==> config.mk <==
export PLATFORM = sky130hd
export DESIGN_NAME = mmio_block_copier
export DESIGN_NICKNAME = d
export VERILOG_FILES = /design/src/rtl/luna_io_pkg.sv /design/src/rtl/mmio_block_copier.sv
export SDC_FILE = /design/constraint.sdc
export NUM_CORES = 1
export LEC_CHECK = 0
export ABC_AREA = 1
export CORE_MARGIN = 5
export CORE_UTILIZATION = 55
export DETAILED_ROUTE_END_ITERATION = 7
export HOLD_SLACK_MARGIN = 0.03
export PLACE_DENSITY = 0.88
export SETUP_SLACK_MARGIN = 0.02
export SLEW_MARGIN = 20
export SYNTH_ARGS = -nofsm -noshare
export SYNTH_HDL_FRONTEND = slang
export SYNTH_SLANG_ARGS = --single-unit
==> constraint.sdc <==
create_clock -name clk -period 7.5 [get_ports clk]
set_clock_uncertainty 0.15 [all_clocks]
set_input_delay 1.5 -clock clk [delete_from_list [all_inputs] [get_ports clk]]
set_output_delay 1.5 -clock clk [all_outputs]
set_load 0.05 [all_outputs]
==> src/rtl/luna_io_pkg.sv <==
// Shared IO-bus definitions: bus widths, IO map and the block-copier state type.
package luna_io_pkg;

  localparam int unsigned IO_ADDR_WIDTH = 15;
  localparam int unsigned IO_DATA_WIDTH = 16;
  localparam int unsigned IO_LEN_WIDTH  = 15;

  localparam int unsigned BUTTONS_BASE  = 0;
  localparam int unsigned LEDS_BASE     = 16;
  localparam int unsigned IO_WINDOW     = 16;

  typedef enum logic [1:0] {
    CP_IDLE   = 2'd0,
    CP_READ   = 2'd1,
    CP_WRITE  = 2'd2,
    CP_FINISH = 2'd3
  } copier_state_t;

endpackage

==> src/rtl/mmio_block_copier.sv <==
// IO-bus initiator copying LEN words from a source range to a destination
// range, one read then one write per word. All outputs are registered.
module mmio_block_copier
  import luna_io_pkg::*;
#(
  parameter int unsigned ADDR_WIDTH   = IO_ADDR_WIDTH,
  parameter int unsigned DATA_WIDTH   = IO_DATA_WIDTH,
  parameter int unsigned LEN_WIDTH    = IO_LEN_WIDTH,
  parameter int unsigned READ_LATENCY = 0
) (
  input  logic                  clk,
  input  logic                  reset,
  input  logic                  start,
  input  logic                  abort,
  input  logic [ADDR_WIDTH-1:0] src_addr,
  input  logic [ADDR_WIDTH-1:0] dst_addr,
  input  logic [LEN_WIDTH-1:0]  len,
  output logic                  busy,
  output logic                  done,
  output logic                  aborted,
  output logic [LEN_WIDTH-1:0]  words_done,
  output logic [ADDR_WIDTH-1:0] bus_addr,
  output logic                  bus_write_enable,
  output logic [DATA_WIDTH-1:0] bus_data_out,
  input  logic [DATA_WIDTH-1:0] bus_data_in
);

  copier_state_t         state_q, state_d;
  logic [ADDR_WIDTH-1:0] src_q, src_d;
  logic [ADDR_WIDTH-1:0] dst_q, dst_d;
  logic [LEN_WIDTH-1:0]  len_q, len_d;
  logic [LEN_WIDTH-1:0]  idx_q, idx_d;
  logic [1:0]            wait_q, wait_d;
  logic                  busy_q, busy_d;
  logic                  done_q, done_d;
  logic                  aborted_q, aborted_d;
  logic [LEN_WIDTH-1:0]  words_done_q, words_done_d;
  logic [ADDR_WIDTH-1:0] bus_addr_q, bus_addr_d;
  logic                  bus_we_q, bus_we_d;
  logic [DATA_WIDTH-1:0] bus_data_out_q, bus_data_out_d;

  // Next-state, counters and registered-output values derived from the next state.
  always_comb begin
    state_d        = state_q;
    src_d          = src_q;
    dst_d          = dst_q;
    len_d          = len_q;
    idx_d          = idx_q;
    wait_d         = wait_q;
    words_done_d   = words_done_q;
    bus_data_out_d = bus_data_out_q;
    aborted_d      = 1'b0;

    unique case (state_q)
      CP_IDLE: begin
        if (start) begin
          src_d        = src_addr;
          dst_d        = dst_addr;
          len_d        = len;
          idx_d        = '0;
          wait_d       = '0;
          words_done_d = '0;
          state_d      = (len == '0) ? CP_FINISH : CP_READ;
        end
      end
      CP_READ: begin
        if (abort) begin
          state_d   = CP_IDLE;
          aborted_d = 1'b1;
        end else if (wait_q == 2'(READ_LATENCY)) begin
          // The write-data output register doubles as the read-data register,
          // so the captured word appears on the bus on entry to WRITE.
          bus_data_out_d = bus_data_in;
          wait_d         = '0;
          state_d        = CP_WRITE;
        end else begin
          wait_d = wait_q + 2'd1;
        end
      end
      CP_WRITE: begin
        // The write is on the bus this cycle, so it counts even when aborted.
        idx_d        = idx_q + LEN_WIDTH'(1);
        words_done_d = words_done_q + LEN_WIDTH'(1);
        if (abort) begin
          state_d   = CP_IDLE;
          aborted_d = 1'b1;
        end else if (idx_q + LEN_WIDTH'(1) == len_q) begin
          state_d = CP_FINISH;
        end else begin
          state_d = CP_READ;
        end
      end
      CP_FINISH: begin
        state_d = CP_IDLE;
      end
      default: begin
        state_d = CP_IDLE;
      end
    endcase

    busy_d   = (state_d != CP_IDLE);
    done_d   = (state_d == CP_FINISH);
    bus_we_d = (state_d == CP_WRITE);

    bus_addr_d = bus_addr_q;
    if (state_d == CP_READ) begin
      bus_addr_d = src_d + ADDR_WIDTH'(idx_d);
    end else if (state_d == CP_WRITE) begin
      bus_addr_d = dst_d + ADDR_WIDTH'(idx_d);
    end
  end

  // State and output registers with synchronous reset.
  always_ff @(posedge clk) begin
    if (reset) begin
      state_q        <= CP_IDLE;
      src_q          <= '0;
      dst_q          <= '0;
      len_q          <= '0;
      idx_q          <= '0;
      wait_q         <= '0;
      busy_q         <= 1'b0;
      done_q         <= 1'b0;
      aborted_q      <= 1'b0;
      words_done_q   <= '0;
      bus_addr_q     <= '0;
      bus_we_q       <= 1'b0;
      bus_data_out_q <= '0;
    end else begin
      state_q        <= state_d;
      src_q          <= src_d;
      dst_q          <= dst_d;
      len_q          <= len_d;
      idx_q          <= idx_d;
      wait_q         <= wait_d;
      busy_q         <= busy_d;
      done_q         <= done_d;
      aborted_q      <= aborted_d;
      words_done_q   <= words_done_d;
      bus_addr_q     <= bus_addr_d;
      bus_we_q       <= bus_we_d;
      bus_data_out_q <= bus_data_out_d;
    end
  end

  assign busy             = busy_q;
  assign done             = done_q;
  assign aborted          = aborted_q;
  assign words_done       = words_done_q;
  assign bus_addr         = bus_addr_q;
  assign bus_write_enable = bus_we_q;
  assign bus_data_out     = bus_data_out_q;

endmodule

==> flow_summary.toml, run 1 <==
[outcome]
status = "completed"

[finish]
nFillCells = 763
final_nets = 988
fin_area_sq_um = 7654
syn_to_final_growth_pct = 32.12
antenna_cells = 0
drive_gt1_frac = 0.06044

[critical_path]
r2r_slack_ns = 2.69
critPathRequiredTime_ns = 7.77
worstPathMaxFanout = 15
reg2reg_from = "state_q[0]$_SDFF_PP0_"
start_kind = "primary input"
critical_path.endpoint_type = "flop"
rr_endpoint = "bus_addr[12]$_SDFFE_PP0P_"
reg2regPathDepth = 30
crit_arrival_ns = 5.45
critical_path_class = "primary input to flop"

[cts]
cts_tree = "done"
clock-sinks = 114
h-tree-depth = 4
cts_resized = 0
root_buffer = "clkbuf_8"
cts_made_buffers = 17
path_clk_slew_ns = 0.06
cts-hold-fix-buffers = 0
max-clock-path-buffers = 2
clkLatencyLatePin_ns = 0.52
cts_setup_buffers = 0

[synthesis]
ys_async_sr_fraction = 0
synthFlopType = "dfxtp_1"
synth_edf_count = 0
netlist_area_sq_um = 5793
synth-seq-area-share = 0.3940
ys_types = 41
synth_warnings = 0
synth_nets = 879
synth_seq_cells = 114
syn_area_per_cell_sq_um = 7.352
synthCells = 788

[timing]
timing.final.crit_share = 0.6902
rsz0062_at_grt = "false"
max_freq_mhz = 193.2
tightest_slew_ns = 0.8981
finalHoldViolations = 0
relSlewSlack = 0.4013
fin_crit_ns = 5.177
report.final.slew_viol_count = 0
finalSetupViolations = 0
tns_ns = 0

[min_path]
worstHoldStart = "bus_data_out[14]$_SDFFE_PP0P_"
min_path_type = "flop to flop"
min_to = "bus_data_out[14]$_SDFFE_PP0P_"
holdPathStages = 2

[die]
die_h_um = 112.6
io-pin-count = 115
rows = 37
design.die.area_sq_um = 12690
start_util = 0.5637
core_area_sq_um = 10280
die_w_um = 112.6

[drt]
drc = 0
firstDrtPassIters = 8
num_vias = 5658
drtIter0Drc = 504
routed_wl_um = 16030
antenna_left = 0
vias_per_cell = 5.409
wire_per_inst_um = 15.32

[power_and_ir_drop]
p_leak_nw = 3.363
ir_worst_vdd_v = 0.0001708
power.density_nw_per_um2 = 260.5

[place]
hpwlAfterDp_um = 11090
globalplace.congestion = 1.006
placed_area_sq_um = 7010
port-buffer-count = 114

[global_route]
grt.total_usage = 0.2528
grt_start_max_net_pins = 86
grt_antenna_before_repair = 0
grt_pass1_vias = 5457
grt_pass1_wl_um = 25960
grt.overflow.total = 0

[flow_run]
maxCapViolCount = 0
[cells by family after synthesis]
| family | count (synthesis) | share of synthesized area |
|---|---|---|
| compound gates | 125 | 0.1158 |
| fa+ha+maj | 26 | 0.05745 |
| mux | 43 | 0.07430 |
| simple gates | 367 | 0.2715 |
| buf+inv | 99 | 0.06588 |
| xor+xnor | 14 | 0.02117 |
| flops | 114 | 0.3940 |
[registers in the layout, summed over array words and instances (netlist names)]
register and cells:
wait_q 2, done 1, aborted 1, busy 1
bus_data_out 16, idx_q 15, bus_write_enable 1, bus_addr 15
state_q 2, dst_q 15, src_q 15, len_q 15
words_done 15
[routing by layer]
layer,vias up,track usage,wire [um]
li1,2818,-,-
met1,2594,0.3085,6809
met2,222,0.4340,7881
met3,24,0.06577,1077
met4,0,0.08093,260
met5,-,0,0
[how the worst max path moves through the flow]
stage | from | endpoint | depth (start not counted)
global route | abort | bus_addr[11]$_SDFFE_PP0P_ | 30
global placement | len[1] | bus_addr[12]$_SDFFE_PP0P_ | 23
detailed placement | len[1] | bus_addr[12]$_SDFFE_PP0P_ | 23
CTS | len[1] | bus_addr[12]$_SDFFE_PP0P_ | 23
finish | len[1] | bus_addr[12]$_SDFFE_PP0P_ | 23
floorplan | abort | bus_addr[12]$_SDFFE_PP0P_ | 31
[report_power, final]
part           total (W)  leakage, nW  switching (W)  internal (W)
Clock           0.000884        0.312       0.000285      0.000599
Combinational   0.000431         2.12       0.000272      0.000158
Sequential      0.000679        0.932      0.0000247      0.000655
Total            0.00199         3.36       0.000582       0.00141
[cell usage in the layout, fill, tap and decap left out, types with 9 or more instances in the layout]
| cell | synthesis | layout |
|---|---|---|
| dfxtp_1 | 114 | 114 |
| nand2_1 | 154 | 154 |
| ha_1 | 25 | 25 |
| nor2_1 | 115 | 115 |
| inv_1 | 70 | 70 |
| o21ai_0 | 42 | 42 |
| clkdlybuf4s50_1 | 0 | 113 |
| clkbuf_16 | 0 | 16 |
| a21oi_1 | 67 | 67 |
| mux2i_1 | 43 | 43 |
| nand3_1 | 60 | 60 |
| xor2_1 | 9 | 9 |
[synthesized netlist by cell type (4+ instances only)]
library cell / instances / area share
xor2_1: 9 / 0.014
dfxtp_1: 114 / 0.39
ha_1: 25 / 0.054
clkbuf_1: 21 / 0.014
nor2_2: 5 / 0.0054
nand3b_1: 5 / 0.0065
nor3_1: 5 / 0.0043
inv_1: 70 / 0.045
o21ai_0: 42 / 0.036
a211oi_1: 4 / 0.0052
nor2_1: 115 / 0.075
a21oi_1: 67 / 0.058
nand2_2: 4 / 0.0043
nand4_1: 7 / 0.0076
nand2_1: 154 / 0.10
mux2i_1: 43 / 0.074
xnor2_1: 5 / 0.0076
nand3_1: 60 / 0.052
[critical path, stage by stage]
cell	delay, ns
clkdlybuf4s50_1	0.41
nor4_1	0.41
nor3b_1	0.25
nand4_1	0.14
o21ai_0	0.11
inv_1	0.08
nand2_1	0.15
inv_1	0.08
ha_1	0.21
inv_2	0.31
mux2i_1	0.14
ha_1	0.24
fa_1	0.41
nand3_1	0.09
nand2_1	0.08
nand3_1	0.07
nand2_1	0.12
a21oi_1	0.24
o21bai_1	0.11
nor2_1	0.09
o21ai_0	0.09
nand2_1	0.09
inv_1	0.04
[per-stage QoR]
stage          utilization  power (W)  std cells  hold WS, ns  setup slack (ns)
4_1_cts             0.7447   0.002001       1046       0.3122             2.363
2_1_floorplan            -  0.0009754        788       0.2939             2.467
3_3_place_gp        0.6821   0.001107       1014       0.2960             1.969
5_1_grt             0.7447   0.002070       1046       0.3287             1.835
3_5_place_dp        0.6821   0.001114       1014       0.2986             1.866
6_report            0.7447   0.001994       1046       0.3105             2.323
[cell type report]
cell class	count	area (sq um)	share of cell area
well taps	136	170.2	0.02223
multi-input cells	575	3129	0.4089
inverters	72	270.3	0.03531
clock buffers	23	466.7	0.06098
clock inverters	9	176.4	0.02305
repair buffers	117	1159	0.1514
flip-flops and latches	114	2282	0.2982
Note: power is estimated with default switching activity, not from simulation.
==> run 2: changes to the inputs <==
Settings changed: CORE_UTILIZATION 55 to 47, PLACE_DENSITY 0.88 to 0.81.
Clock period 7.5 ns to 4.6 ns, I/O delays scaled along.
==> run 2 against run 1 <==
Effect of this change: die area increased by 15%; utilization decreased by 7.5 points; critical path depth is the same; sequential cell count unchanged; critical endpoint is now bus_addr[10]$_SDFFE_PP0P_; largest power group unchanged.
==> flow_summary.toml, run 2 (synthesis gave the netlist of run 1 again) <==
[die]
start_util = 0.4803
design.die.area_sq_um = 14650
die_h_um = 121.0
io-pin-count = 115
die_w_um = 121.0
rows = 40
core_area_sq_um = 12060

[cts]
cts_tree = "done"
max-clock-path-buffers = 2
clock-sinks = 114
cts_made_buffers = 17
root_buffer = "clkbuf_16"
h-tree-depth = 4
clkLatencyLatePin_ns = 0.42
cts-hold-fix-buffers = 0
path_clk_slew_ns = 0.05

[power_and_ir_drop]
p_leak_nw = 3.577
p_comb_frac = 0.246
ir_worst_vdd_v = 0.0004098
clkPwrFrac = 0.412
switching_share = 0.2973
sequentialPowerShare = 0.343
net-switching-power_w = 0.0009593
power.density_nw_per_um2 = 399.4
p_int_w = 0.002268

[drt]
num_vias = 5741
firstDrtPassIters = 5
routed_wl_um = 16240
antenna_left = 0
drtIter0Drc = 495
vias_per_cell = 5.103
drc = 0
wire_per_inst_um = 14.43

[critical_path]
worstPathMaxFanout = 7
reg2reg_from = "idx_q[1]$_SDFF_PP0_"
reg2regPathDepth = 28
worstPathCellList = "clkdlybuf4s50_1 > nor4_1 > buf_4 > nor3b_1 > nand4_1 > o21ai_0 > inv_1 > nand2_2 > inv_1 > ha_1 > inv_4 > buf_4 > mux2i_4 > fa_2 > nand3_1 > nand2_1 > nand3_1 > nand2_2 > a21oi_4 > buf_4 > xnor2_1 > o21ai_0 > inv_1"
critical_path_class = "primary input to flop"
r2r_slack_ns = 0.32
start_kind = "primary input"
endpoint = "bus_addr[10]$_SDFFE_PP0P_"
crit_slowest_cell = "clkdlybuf4s50_1"
cp-startpoint = "len[1]"
critPathRequiredTime_ns = 4.76
crit_arrival_ns = 4.51
critical_path.endpoint_type = "flop"
slowest_delay_ns = 0.41
rr_endpoint = "bus_addr[10]$_SDFFE_PP0P_"

[outcome]
status = "completed"

[place]
dp_cells = 1089
globalplace.congestion = 0.9509
port-buffer-count = 114
hpwlAfterDp_um = 11710

[timing]
tightest_slew_ns = 0.8056
fin_crit_ns = 4.352
timing.final.crit_share = 0.9461
relSlewSlack = 0.4630
tns_ns = 0
hold_ws_ns = 0.3024
finalSetupViolations = 0
report.final.slew_viol_count = 0
max_freq_mhz = 229.8
finalHoldViolations = 0

[min_path]
min_path_type = "flop to flop"

[finish]
syn_to_final_growth_pct = 39.48
utilization = 0.6699
drive_gt1_frac = 0.1233
layoutNonFillerInstCount = 1125
final_cell_mix = "151 x nand2_1, 113 x nor2_1, 113 x dfxtp_1"
final_nets = 1035
antenna_cells = 0
largest_register_ff_count = 16
final_common_cell = "nand2_1"

[global_route]
grt.overflow.total = 0
grt_start_max_net_pins = 80
grt_pass1_wl_um = 25760
grt.total_usage = 0.2223
grt_antenna_before_repair = 0
grt_pass1_vias = 5441

[flow_run]
maxCapViolCount = 0
==> run 2: power by group through the flow <==
stage	sequential [W]	clock, W	combinational (W)
after global routing	0.00111	0.00140	0.000857
after detailed placement	0.00112	0	0.000756
final	0.00111	0.00133	0.000792
after global placement	0.00112	0	0.000747
after CTS	0.00111	0.00134	0.000767
after floorplan	0.00125	0	0.000337
==> run 2: worst min path at each step <==
stage / cells after the start / startpoint / to / slack (ns)
after floorplan: 2 / len_q[10]$_SDFFE_PP0P_ / len_q[10]$_SDFFE_PP0P_ / 0.29
after global placement: 1 / words_done[14]$_SDFFE_PP0P_ / words_done[14]$_SDFFE_PP0P_ / 0.29
after detailed placement: 1 / words_done[14]$_SDFFE_PP0P_ / words_done[14]$_SDFFE_PP0P_ / 0.30
after CTS: 1 / words_done[14]$_SDFFE_PP0P_ / words_done[14]$_SDFFE_PP0P_ / 0.30
after global routing: 1 / words_done[14]$_SDFFE_PP0P_ / words_done[14]$_SDFFE_PP0P_ / 0.33
final: 1 / words_done[14]$_SDFFE_PP0P_ / words_done[14]$_SDFFE_PP0P_ / 0.30
==> run 2: area by class of cell <==
type / instances / area (sq um)
inverters: 72 / 272.8
repair buffers: 164 / 1514
multi-input cells: 575 / 3203
flip-flops and latches: 114 / 2283
fillers: 1002 / 3981
well taps: 168 / 210.2
clock inverters: 10 / 132.6
clock buffers: 22 / 464.2
==> run 2: repair_timing <==
action / in CTS / in global routing
resized for setup: 0 / 22
setup endpoints to repair: 0 / 11
setup buffers: 0 / 4
==> run 2: through the flow <==
stage	total power [W]	area, sq um	worst slack (ns)
6_report	0.003227	8080	0.2477
2_1_floorplan	0.001590	5793	0.1467
5_1_grt	0.003370	8080	-0.008456
3_5_place_dp	0.001881	7373	-0.3161
4_1_cts	0.003217	7970	0.06544
3_3_place_gp	0.001870	7373	-0.2135
==> run 2: per-layer routing <==
| layer | up-vias | global-route usage | part of all wire |
|---|---|---|---|
| li1 | 2912 | - | - |
| met1 | 2642 | 0.2723 | 0.44 |
| met2 | 160 | 0.3717 | 0.49 |
| met3 | 27 | 0.06760 | 0.056 |
| met4 | 0 | 0.07365 | 0.019 |
| met5 | - | 0 | 0 |
==> run 2: critical path: cells and delay by family <==
family                     cells  cell delay [ns]
buffers and inverters          8             1.17
and+or+nand+nor                8             1.14
adders and majority gates      2             0.48
AOI/OAI and AO/OA              3             0.36
muxes                          1             0.30
xor gates and xnor gates       1             0.11
==> run 3: changes to the inputs <==
Settings changed: GPL_ROUTABILITY_DRIVEN set to 0.
==> run 3 against run 2 <==
Effect of this change: maximum frequency grew 1.6%; non-clock buffer count decreased by 7; final cell count is 0.62% lower; routed wire length is 1.3% lower; combinational power is 2% lower; die area unchanged; worst hold slack better by 0.0045 ns; cell area fell by 0.65%; sequential cell count stayed put; utilization down 0.44 points; count of clock-buffer cells in the layout is the same; critical path depth increased by 7.
==> flow_summary.toml, run 3 (synthesis gave the netlist of run 1 again) <==
[outcome]
status = "completed"

[drt]
num_vias = 5756
drc = 0
antenna_left = 0
wire_per_inst_um = 14.34
drtIter0Drc = 343
routed_wl_um = 16030
firstDrtPassIters = 5
vias_per_cell = 5.148

[finish]
syn_to_final_growth_pct = 38.57
final_cell_mix = "152 x nand2_1, 114 x nor2_1, 113 x dfxtp_1, 113 x clkdlybuf4s50_1, 70 x inv_1"
layoutNonFillerInstCount = 1118
antenna_cells = 0
utilization = 0.6656
fin_area_sq_um = 8028
final_common_cell = "nand2_1"
final_nets = 1028
largest_register_ff_count = 16
drive_gt1_frac = 0.1179

[cts]
cts_made_buffers = 17
h-tree-depth = 4
clkLatencyLatePin_ns = 0.42
cts_tree = "done"
clock-sinks = 114
path_clk_slew_ns = 0.06
cts-hold-fix-buffers = 0
root_buffer = "clkbuf_16"
max-clock-path-buffers = 2

[critical_path]
slowest_delay_ns = 0.44
critPathRequiredTime_ns = 4.77
crit_top_cell = "nand2_1"
worstPathMaxFanout = 6
critical_path.endpoint_type = "flop"
crit_arrival_ns = 4.45
critical_path_class = "primary input to flop"
crit_slowest_cell = "clkdlybuf4s50_1"
cpLargestDelayFamily = "simple AND/OR/NAND/NOR gates"
start_kind = "primary input"
crit_buf_inv = 6

[power_and_ir_drop]
clkPwrFrac = 0.420
ir_worst_vdd_v = 0.0003107
p_comb_frac = 0.239
p_int_w = 0.002283
switching_share = 0.2955
power.density_nw_per_um2 = 403.6
net-switching-power_w = 0.0009575
p_leak_nw = 3.543
sequentialPowerShare = 0.341

[place]
hpwlAfterDp_um = 11430
dp_cells = 1085
placed_area_sq_um = 7343
port-buffer-count = 114

[flow_run]
maxCapViolCount = 0

[die]
rows = 40
design.die.area_sq_um = 14650
start_util = 0.4803
die_h_um = 121.0
core_area_sq_um = 12060
io-pin-count = 115
die_w_um = 121.0

[global_route]
grt_start_max_net_pins = 56
grt.total_usage = 0.2200
grt_antenna_before_repair = 0
grt.overflow.total = 0
grt_pass1_vias = 5526
grt_pass1_wl_um = 25740

[timing]
report.final.slew_viol_count = 0
tightest_slew_ns = 0.7087
finalSetupViolations = 0
finalHoldViolations = 0
max_freq_mhz = 233.5
rsz0062_at_grt = "false"
timing.final.crit_share = 0.9312
fin_crit_ns = 4.283
relSlewSlack = 0.5276

[min_path]
min_path_type = "flop to flop"
==> run 3: cell count changes in the layout (fill, tap and decap cells not counted), sizes merged <==
cell           change
buf                -7
clkinv             +2
clkdlybuf4s50      +1
clkinvlp           -1
dlymetal6s2s       -1
inv                -1
==> run 3: worst register-to-register path, delay by kind of cell, from the launching register on <==
kind            cells  cell delay [ns]
buf+inv             4             0.36
fa+ha+maj           3             0.73
simple gates       16             1.57
mux                 1             0.23
compound gates      5             0.68
flops               1             0.39
==> run 3: per-stage QoR <==
step	worst slack, ns	TNS (ns)	hold slack [ns]	total power, W
floorplan	0.1467	0	0.2939	0.001590
global placement	-0.1464	-0.6405	0.2863	0.001859
global route	0.02466	0	0.3361	0.003379
CTS	0.1370	0	0.3019	0.003234
finish	0.3166	0	0.3069	0.003240
detailed placement	-0.2044	-1.308	0.2934	0.001868
==> run 3: worst paths after layout <==
path	start	endpoint	slack [ns]	depth (start not counted)
setup reg to reg	idx_q[1]$_SDFF_PP0_	bus_addr[12]$_SDFFE_PP0P_	0.40	29
setup / recovery	abort	bus_addr[12]$_SDFFE_PP0P_	0.32	30
hold / removal	words_done[14]$_SDFFE_PP0P_	words_done[14]$_SDFFE_PP0P_	0.31	1
hold reg to reg	words_done[14]$_SDFFE_PP0P_	words_done[14]$_SDFFE_PP0P_	0.31	1
==> run 3: cell type report <==
type,instances,area (sq um)
well taps,168,210.2
repair buffers,157,1459
clock buffers,22,484.2
clock inverters,10,130.1
fillers,957,4034
multi-input cells,575,3186
inverters,72,275.3
flip-flops and latches,114,2283
==> run 3: per-layer routing <==
metal | up-vias | routed length (um) | track usage
li1 | 2892 | - | -
met1 | 2628 | 6844 | 0.2620
met2 | 204 | 7783 | 0.3737
met3 | 32 | 1038 | 0.06807
met4 | 0 | 365 | 0.07720
met5 | - | 0 | 0
==> run 3: power by group through the flow <==
| stage | logic (W) | clock network, W | registers, W |
|---|---|---|---|
| after floorplan | 0.000337 | 0 | 0.00125 |
| after global placement | 0.000737 | 0 | 0.00112 |
| after detailed placement | 0.000744 | 0 | 0.00112 |
| after CTS | 0.000754 | 0.00137 | 0.00111 |
| after global routing | 0.000839 | 0.00143 | 0.00111 |
| final | 0.000775 | 0.00136 | 0.00111 |
==> run 3: repair_timing <==
item                                    CTS  global route
gates resized for setup                   0            22
endpoints found under the setup margin    0            10
buffers inserted                          0             1
